===== src/rtl/wave_capture.sv =====
// wave_capture
//
// Capture front end for the waveform display. Watches the 16-bit signed
// audio stream, arms on a negative-to-non-negative zero crossing, and writes
// one half of the sample RAM (2^(DEPTH-1) samples) through the RAM write
// port. Once a half is full it waits for the display to go idle, then flips
// read_index so the display picks up the freshly written half.
//
// Ports:
//   clk               - system clock, rising edge
//   reset             - synchronous active-high reset
//   new_sample_ready  - one-cycle strobe, new_sample_in valid
//   new_sample_in     - signed 16-bit audio sample
//   wave_display_idle - display is not scanning the RAM
//   write_address     - RAM write address {~read_index, offset}
//   write_enable      - RAM write strobe (one cycle per stored sample)
//   write_sample      - RAM write data, unsigned offset-binary
//   read_index        - RAM half the display reads
//   armed             - high while waiting for a trigger
module wave_capture #(
    parameter int WIDTH = 8,
    parameter int DEPTH = 8
) (
    input  logic             clk,
    input  logic             reset,
    input  logic             new_sample_ready,
    input  logic [15:0]      new_sample_in,
    input  logic             wave_display_idle,
    output logic [DEPTH-1:0] write_address,
    output logic             write_enable,
    output logic [WIDTH-1:0] write_sample,
    output logic             read_index,
    output logic             armed
);

    typedef enum logic [1:0] {
        ST_ARMED  = 2'd0,
        ST_ACTIVE = 2'd1,
        ST_WAIT   = 2'd2
    } state_t;

    localparam logic [DEPTH-2:0] LAST_OFFSET = {(DEPTH-1){1'b1}};

    state_t           state, state_next;
    logic [DEPTH-2:0] offset, offset_next;
    logic [15:0]      prev_sample, prev_sample_next;
    logic [DEPTH-1:0] write_address_next;
    logic             write_enable_next;
    logic [WIDTH-1:0] write_sample_next;
    logic             read_index_next;
    logic             armed_next;
    logic             crossing;
    logic [WIDTH-1:0] converted;

    // Flipping the sign bit turns two's complement into offset-binary, so
    // the most negative sample lands at 0 and zero lands mid-scale.
    assign converted = {~new_sample_in[15], new_sample_in[14:16-WIDTH]};

    // Zero is treated as non-negative, so -x followed by 0 triggers.
    assign crossing = new_sample_ready & prev_sample[15] & ~new_sample_in[15];

    // State and every output are registered; reset wins over all inputs.
    always_ff @(posedge clk) begin
        if (reset) begin
            state         <= ST_ARMED;
            offset        <= '0;
            prev_sample   <= '0;
            write_address <= '0;
            write_enable  <= 1'b0;
            write_sample  <= '0;
            read_index    <= 1'b0;
            armed         <= 1'b1;
        end else begin
            state         <= state_next;
            offset        <= offset_next;
            prev_sample   <= prev_sample_next;
            write_address <= write_address_next;
            write_enable  <= write_enable_next;
            write_sample  <= write_sample_next;
            read_index    <= read_index_next;
            armed         <= armed_next;
        end
    end

    // Next-state and next-output logic. Address and data hold between
    // writes; only write_enable returns to zero by default.
    always_comb begin
        state_next         = state;
        offset_next        = offset;
        prev_sample_next   = new_sample_ready ? new_sample_in : prev_sample;
        write_address_next = write_address;
        write_enable_next  = 1'b0;
        write_sample_next  = write_sample;
        read_index_next    = read_index;

        case (state)
            ST_ARMED: begin
                if (crossing) begin
                    write_enable_next  = 1'b1;
                    write_address_next = {~read_index, {(DEPTH-1){1'b0}}};
                    write_sample_next  = converted;
                    offset_next        = {{(DEPTH-2){1'b0}}, 1'b1};
                    state_next         = ST_ACTIVE;
                end
            end
            ST_ACTIVE: begin
                if (new_sample_ready) begin
                    write_enable_next  = 1'b1;
                    write_address_next = {~read_index, offset};
                    write_sample_next  = converted;
                    if (offset == LAST_OFFSET) begin
                        offset_next = '0;
                        state_next  = ST_WAIT;
                    end else begin
                        offset_next = offset + 1'b1;
                    end
                end
            end
            ST_WAIT: begin
                // The writer is idle here, so flipping the half is safe.
                if (wave_display_idle) begin
                    read_index_next = ~read_index;
                    state_next      = ST_ARMED;
                end
            end
            default: begin
                state_next = ST_ARMED;
            end
        endcase

        armed_next = (state_next == ST_ARMED);
    end

endmodule

===== config.mk =====
export PLATFORM = sky130hd
export DESIGN_NAME = wave_capture
export DESIGN_NICKNAME = d
export VERILOG_FILES = /design/src/rtl/wave_capture.sv
export SDC_FILE = /design/constraint.sdc
export NUM_CORES = 1
export LEC_CHECK = 0
export CAP_MARGIN = 15
export CORE_MARGIN = 10
export CORE_UTILIZATION = 47
export CTS_CLUSTER_SIZE = 12
export DETAILED_ROUTE_END_ITERATION = 8
export GPL_TIMING_DRIVEN = 0
export PLACE_DENSITY_LB_ADDON = 0.15
export SLEW_MARGIN = 5
export SYNTH_ARGS = -nofsm -noshare
export SYNTH_HDL_FRONTEND = slang
export SYNTH_SLANG_ARGS = --single-unit
export TNS_END_PERCENT = 30

===== constraint.sdc =====
create_clock -name clk -period 4.11 [get_ports clk]
set_input_delay 0.6165 -clock clk [delete_from_list [all_inputs] [get_ports clk]]
set_output_delay 0.6165 -clock clk [all_outputs]
set_load 0.005 [all_outputs]

=== After elaboration in Yosys (flattened, before gate mapping) ===
Cells that the tools add are included.

* Add/subtract/negate cells: 1
* $mul: 0
* Div/mod/pow operators: 0
* Order comparisons: 0
* Equal/unequal tests: 5
* Shift operators: 0
* Multiplexer cells: 18
* Bitwise logic cells: 4
* Reductions and logical operators: 5

{| class="wikitable"
|+ Operator list
! kind !! count
|-
| two-way mux 8 bit || 4
|-
| case mux 8 bit (2 select lines) || 2
|-
| two-way mux 7 bit || 3
|-
| case mux 7 bit (2 select lines) || 1
|-
| two-way mux 2 bit || 4
|-
| adder 7 x 1 -> 7 bit, second input constant || 1
|-
| equality test 7 bit, second input constant || 1
|-
| case mux 2 bit (3 select lines) || 1
|-
| logical NOT 2 bit || 2
|-
| != test 2 bit, second input constant || 2
|-
| AND reduction 3 bit || 1
|-
| AND 1 bit || 2
|-
| equality test 2 x 1 -> 1 bit, second input constant || 1
|-
| equality test 2 bit, second input constant || 1
|-
| two-way mux 1 bit || 2
|-
| NOT 1 bit || 2
|-
| case mux 1 bit (2 select lines) || 1
|-
| AND reduction 2 bit || 1
|-
| nonzero test 2 bit || 1
|}

* Register bits: 44
* Bits in latches: 0
* Bits in writable memories: 0
* Memory bits (read-only): 0
* Input bits: 20
* Output and inout port bits: 19
* Logic and storage cells: 41
* Memories: 0

=== Depth between registers and ports, before layout ===
Gate-level depths: netlist of run 1.

* Depth after elaboration: 5
* Mapped depth: 5
* Depth with buffers taken out: 5

=== Least setup slack after synthesis of run 1 ===
No wires, ideal clock.

* Path type: reg2reg
* Start point: reg offset[0]
* End point: reg offset[5]
* Data arrival time: 1.556 ns
* Data required time: 4.036 ns
* Path slack: 2.479 ns
* Stages on the path, launching flop included: 6
* Buffers on the path: 0
* Period minus slack after synthesis: 1.631 ns
* Cell sequence: dfxtp_1 -> ha_1 -> and3_1 -> a21oi_2 -> or4b_1 -> a31oi_1

* Word-level cells in the longest chain between the ends: 4
* Elaborated cells on any way between the ends: 5

{| class="wikitable"
|+ RTL lines
! element !! line !! RTL
|-
| from (decl) || 45 || <nowiki>logic [DEPTH-2:0] offset, offset_next;</nowiki>
|-
| from (signal assigned) || 75 || <nowiki>offset <= offset_next;</nowiki>
|-
| adder 7 x 1 -> 7 bit / equality test 7 bit (equally long branches) || 115, 111 ||
|-
| two-way mux 7 bit * || 111 || <nowiki>if (offset == LAST_OFFSET) begin</nowiki>
|-
| two-way mux 7 bit * || 107 || <nowiki>if (new_sample_ready) begin</nowiki>
|-
| case mux 7 bit (2 select lines) * || 96 || <nowiki>case (state)</nowiki>
|}

Mark *: on every way between the ends. The rest lies on a longest branch, timed or not. The select of a mux whose other input is x is not followed.
A chain may end at the register's enable or synchronous reset.

=== Worst setup path after layout of run 1 ===
* Start point: in new_sample_ready
* End point: reg offset[5]

* Word-level cells in the longest chain between the ends: 4
* Elaborated cells on any way between the ends: 5

{| class="wikitable"
|+ RTL lines
! element !! line !! RTL
|-
| from (decl) || 26 || <nowiki>input logic new_sample_ready,</nowiki>
|-
| AND 1 bit (2 in series) || 60 || <nowiki>assign crossing = new_sample_ready & prev_sample[15] & ~new_sample_in[15];</nowiki>
|-
| != test 2 bit (no line) || -- ||
|-
| AND reduction 3 bit (no line) * || -- ||
|}

Mark *: on every way between the ends. The rest lies on a longest branch, timed or not.

==> flow_metrics.env, run 1 <==
export IMPL_ys_seq_area_share_pct=49.9
export IMPL_clock_sinks=29
export IMPL_drt_wl_total_mm=2.85
export IMPL_antenna_left=0
export IMPL_n_fill_cell=184
export IMPL_r2r_start="offset[0]"
export IMPL_vias=1067
export IMPL_die_y_um=69.7
export IMPL_synthesis_nets=158
export IMPL_multi_input_area_um2=534
export IMPL_drtIter0Drc=46
export IMPL_syn_area_um2=1160
export IMPL_post_cts_buffers=0
export IMPL_clk_pin_slew_ns=0.10
export IMPL_dieArea_um2=4860
export IMPL_diodes=0
export IMPL_fin_area_um2=1540
export IMPL_status="complete, no violations"
export IMPL_finalPower_mw=0.494
export IMPL_grt_pass1_vias=1016
export IMPL_crit_type="in2reg"
export IMPL_cts_root_buf="clkbuf_4"
export IMPL_start_util_pct=51.1
export IMPL_hold_slack_ns=0.460
export IMPL_ys_ff_latch=29
export IMPL_ctsHoldBuffers=0
export IMPL_rows=17
export IMPL_seqCellArea_um2=581
export IMPL_whs_path_depth=2
export IMPL_syn_inst=137
export IMPL_syn_avg_cell_area_um2=8.48
export IMPL_setup_tns_ns=0
export IMPL_core_um2=2280
export IMPL_arrival_ns=2.20
export IMPL_timing_rr_end="offset[5]"
export IMPL_irDropWorstVdd_mv=0.270
export IMPL_antenna_found_initial=0
export IMPL_wl_per_cell_um=14.1
export IMPL_maxCapViolCount=0
export IMPL_setup_ws_ns=2.17
export IMPL_start_kind="input port"
export IMPL_insertion_delay_ns=0.33
export IMPL_yosysWarnings=0
export IMPL_layout_drive_gt1_share_pct=8.05
export IMPL_power_density_nw_per_um2=321
export IMPL_overflow=0
export IMPL_io_buffers=29
export IMPL_p_leak_nw=0.542
export IMPL_fmax_mhz=517
export IMPL_grt_setup_unrepaired="false"
export IMPL_min_period_ns=1.94
export IMPL_dpl_instance_area_um2=1490
export IMPL_cts_tree="done"
export IMPL_io_pins=39
export IMPL_first_pass_iters=4
export IMPL_dp_hpwl_mm=2.08
export IMPL_grt_pass1_wl_mm=4.77
export IMPL_hp_start="write_address[7]"
export IMPL_cp_data_required_time_ns=4.37
export IMPL_r2r_cells=5
export IMPL_hold_end="write_address[7]"
export IMPL_die_width_um=69.7
export IMPL_gr_usage_all_layers_pct=11.6
export IMPL_r2r_setup_slack_ns=2.31
export IMPL_htreeDepth=2
export IMPL_hp_class="reg2reg"
export IMPL_route_detailed_drc=0
export IMPL_layout_cells_most_common_list="29 x dfxtp_1, 29 x clkdlybuf4s50_1, 24 x nand2_1"
export IMPL_min_period_over_period_pct=47.1
export IMPL_postCtsResizedCells=0
export IMPL_setup_viol=0
export IMPL_place_congestion=0.825
export IMPL_slew_limit_headroom_pct=69.3
export IMPL_post_place_ws_ns=1.83
export IMPL_final_hold_violation_count=0
export IMPL_ys_types=34
export IMPL_fin_skew_ns=0.00819
export IMPL_syn2layout_area_growth_pct=32.7
export IMPL_final_nets=194
export IMPL_maxSlewViolCount=0
export IMPL_end_kind="flop"
export IMPL_numCtsBuffers=5
export IMPL_routed_via_density=5.28
export IMPL_clock_path_buffers=2
export IMPL_grt_max_degree=11
export IMPL_path_max_fanout=5
export IMPL_tightest_slew_ns=0.460
cells in the mapped netlist:
library cell  number  area share [%]
a22oi_1            3             1.9
buf_2              2            0.86
and4_2             1            0.86
nor3_1             2            0.86
xor2_1             2             1.5
and3b_1            1            0.75
a31oi_1            3             1.6
nand4_1            1            0.54
a32oi_1            1            0.75
ha_1               1             1.1
nand3_1           11             4.7
nor4_1             1            0.54
clkbuf_1           4             1.3
buf_6              1            0.97
o21bai_1           1            0.65
xnor2_1            1            0.75
nand2_1           24             7.8
a21oi_1           17             7.3
buf_1              1            0.32
nor2_1            11             3.6
a21oi_2            1            0.75
or4_1              1            0.65
mux2i_1            1            0.86
o21ba_2            1            0.86
dfxtp_1           29              50
a211oi_1           2             1.3
and3_1             3             1.6
o21ai_0            1            0.43
or4b_1             1            0.86
nor2b_1            1            0.54
o22ai_1            1            0.54
or3b_1             1            0.75
nand2b_1           3             1.6
inv_1              2            0.65
state kept, by name, indices dropped and copies added (netlist names):
signal / flops
write_address: 8
write_sample: 8
offset: 7
state: 2
armed: 1
prev_sample: 1
read_index: 1
write_enable: 1
final cells by class:
cell class,count,share of cell area [%]
tap,28,2.27
sequential,29,37.6
buffer,8,2.60
timing repair buffer,29,18.8
inverter,2,0.487
clock inverter,3,1.14
clock buffer,5,2.43
multi-input combinational,98,34.6
kinds of logic after synthesis:
group	share of synthesized area [%]
flip-flops	49.9
AO/OA/AOI/OAI	16.1
buffers and inverters	4.09
AND/OR/NAND/NOR	25.6
adder cells (fa/ha/maj)	1.08
multiplexers	0.861
XOR/XNOR	2.26
per-stage QoR:
step / std cells / util (%)
after floorplan: 137 / -
after global placement: 194 / 65.4
after detailed placement: 194 / 65.4
after CTS: 202 / 67.8
after global routing: 202 / 67.8
final: 202 / 67.8
layer usage:
| metal | global-route usage [%] | part of all wire (%) | wire, um |
|---|---|---|---|
| met5 | 0 | 0 | 0 |
| met4 | 4.57 | 1.6 | 46 |
| met2 | 18.6 | 47 | 1340 |
| met1 | 12.9 | 45 | 1270 |
| met3 | 5.56 | 6.7 | 192 |
worst max-delay path, stage by stage:
cell,delay [ns]
clkdlybuf4s50_1,0.55
nand2b_1,0.12
o21bai_1,0.22
or4b_1,0.51
a31oi_1,0.18
worst max path at each step:
stage	startpoint	endpoint	slack (ns)	cells after the start
after global placement	new_sample_in[15]	offset[6]	1.86	6
after global routing	new_sample_in[15]	offset[6]	2.06	6
after CTS	new_sample_in[15]	offset[6]	2.18	6
after floorplan	offset[0]	offset[5]	2.48	5
final	new_sample_ready	offset[5]	2.17	5
after detailed placement	new_sample_in[15]	offset[6]	1.83	6
power by group:
| part | internal, mW | switching [mW] | leakage, nW |
|---|---|---|---|
| combinational | 0.0199 | 0.0181 | 0.277 |
| clock | 0.0643 | 0.104 | 0.0310 |
| sequential | 0.285 | 0.00279 | 0.234 |
| total | 0.369 | 0.125 | 0.542 |
Note: power is estimated with default switching activity, not from simulation.
==> run 2, diff against run 1 <==
CORE_UTILIZATION = 44   (was 47)
clock period = 1.9 ns   (was 4.11 ns; I/O delays follow)
==> run 2 against run 1 <==
  * Via count increased by 5.4%
  * Power increased by 120%
  * Non-clock buffer count increased by 2
  * Critical endpoint unchanged
  * Largest power group unchanged
  * Highest routed layer unchanged
==> flow_metrics.env, run 2 (same netlist as run 1, synthesis figures left out) <==
export IMPL_clock_path_buffers=2
export IMPL_r2r_setup_slack_ns=0.11
export IMPL_whs_path_depth=2
export IMPL_status="complete, no violations"
export IMPL_gr_usage_all_layers_pct=11.9
export IMPL_htreeDepth=2
export IMPL_tightest_slew_ns=0.530
export IMPL_hp_class="in2reg"
export IMPL_fin_skew_ns=0.00723
export IMPL_r2r_start="offset[0]"
export IMPL_combPwrFrac_pct=7.9
export IMPL_diodes=0
export IMPL_fin_area_um2=1560
export IMPL_end_kind="flop"
export IMPL_irDropWorstVdd_mv=0.618
export IMPL_grt_pass1_wl_mm=4.87
export IMPL_die_width_um=71.4
export IMPL_rows=18
export IMPL_clock_sinks=29
export IMPL_antenna_found_initial=0
export IMPL_hold_end="offset[5]"
export IMPL_antenna_left=0
export IMPL_power_density_nw_per_um2=691
export IMPL_grt_max_degree=11
export IMPL_p_sw_mw=0.244
export IMPL_place_congestion=0.822
export IMPL_dpl_cell_count=196
export IMPL_drt_wl_total_mm=3.01
export IMPL_pwr_share_clk_pct=34.4
export IMPL_r2r_cells=5
export IMPL_core_um2=2500
export IMPL_path_max_fanout=6
export IMPL_numCtsBuffers=5
export IMPL_layout_cells_non_filler=205
export IMPL_seqCellArea_um2=581
export IMPL_crit_type="reg2reg"
export IMPL_dp_hpwl_mm=2.16
export IMPL_cts_root_buf="clkbuf_4"
export IMPL_layout_cells_most_common_list="29 x dfxtp_1, 29 x clkdlybuf4s50_1, 24 x nand2_1"
export IMPL_layout_drive_gt1_share_pct=8.57
export IMPL_multi_input_area_um2=537
export IMPL_p_int_mw=0.835
export IMPL_insertion_delay_ns=0.33
export IMPL_dieArea_um2=5100
export IMPL_maxCapViolCount=0
export IMPL_start_util_pct=46.5
export IMPL_routed_via_density=5.49
export IMPL_final_nets=196
export IMPL_min_period_over_period_pct=94.3
export IMPL_maxSlewViolCount=0
export IMPL_cp_data_required_time_ns=2.15
export IMPL_hp_start="reset"
export IMPL_final_hold_violation_count=0
export IMPL_clk_pin_slew_ns=0.08
export IMPL_vias=1125
export IMPL_post_route_util_pct=62.5
export IMPL_reg_top3="write_address x8, write_sample x8, offset x7"
export IMPL_route_detailed_drc=0
export IMPL_start_kind="flop"
export IMPL_wl_per_cell_um=14.7
export IMPL_seqPwrFrac_pct=57.7
export IMPL_fmax_mhz=558
export IMPL_overflow=0
export IMPL_timing_rr_end="offset[5]"
export IMPL_slew_limit_headroom_pct=64.6
export IMPL_first_pass_iters=4
export IMPL_cts_tree="done"
export IMPL_syn2layout_area_growth_pct=34.4
export IMPL_drtIter0Drc=49
export IMPL_io_pins=39
export IMPL_die_y_um=71.4
export IMPL_ctsHoldBuffers=0
export IMPL_grt_setup_unrepaired="false"
export IMPL_grt_pass1_vias=1051
export IMPL_n_fill_cell=225
export IMPL_finalPower_mw=1.08
export IMPL_arrival_ns=2.04
export IMPL_setup_viol=0
export IMPL_io_buffers=29
export IMPL_swShare_pct=22.6
export IMPL_dpl_instance_area_um2=1490
export IMPL_p_leak_nw=0.550
export IMPL_min_period_ns=1.79
-- run 2: cell count changes in the layout (fill, tap and decap cells not counted) --
cell        delta
buf_4          +2
clkinv_2       -2
clkbuf_1       +1
clkbuf_8       +1
clkinvlp_4     -1
ha_1           -1
ha_2           +1
-- run 2: critical path, stage by stage (launching register included) --
cell     delay, ns
dfxtp_1       0.38
ha_2          0.24
and3_1        0.24
a21oi_2       0.22
or4b_1        0.46
a31oi_1       0.18
-- run 2: through the flow --
| step | setup WS (ns) | hold WS (ns) | setup TNS [ns] |
|---|---|---|---|
| 2_1_floorplan | 0.269 | 0.381 | 0 |
| 3_3_place_gp | 0.00133 | 0.441 | 0 |
| 3_5_place_dp | -0.0576 | 0.446 | -0.0871 |
| 4_1_cts | 0.0841 | 0.372 | 0 |
| 5_1_grt | 0.0261 | 0.419 | 0 |
| 6_report | 0.109 | 0.397 | 0 |
-- run 2: power groups by stage --
stage               Sequential (mW)  Clock, mW  Combinational, mW
finish                        0.623      0.372             0.0848
global route                  0.625      0.416             0.0939
CTS                           0.623      0.388             0.0836
detailed placement            0.637          0             0.0833
global placement              0.637          0             0.0817
floorplan                     0.637          0             0.0353
-- run 2: how the worst max path moves through the flow --
stage                           end  cells after the start  slack (ns)              start
after floorplan           offset[5]                      5        0.27          offset[0]
after global placement    offset[5]                      5       0.001   new_sample_ready
after detailed placement  offset[6]                      6       -0.06  new_sample_in[15]
after CTS                 offset[5]                      5        0.08          offset[0]
after global routing      offset[5]                      5        0.03          offset[0]
final                     offset[5]                      5        0.11          offset[0]
-- run 2: routing by layer --
layer	GRT usage [%]	share of wire [%]	vias to the layer above
li1	-	-	550
met1	12.8	40	532
met2	19.0	49	36
met3	5.23	8.7	7
met4	6.88	2.1	0
met5	0	0	-
-- run 2: layout make-up --
class | count | share of cell area (%)
Multi-Input combinational cell | 98 | 34.3
Tap cell | 30 | 2.40
Buffer | 8 | 2.56
Sequential cell | 29 | 37.1
Clock buffer | 7 | 3.52
Inverter | 2 | 0.480
Timing Repair Buffer | 31 | 19.5
-- run 2: timing repair --
| item | 4_1_cts | 5_1_grt |
|---|---|---|
| resized for setup | 0 | 1 |
| setup endpoints to repair | 0 | 1 |
| buffers inserted | 0 | 2 |
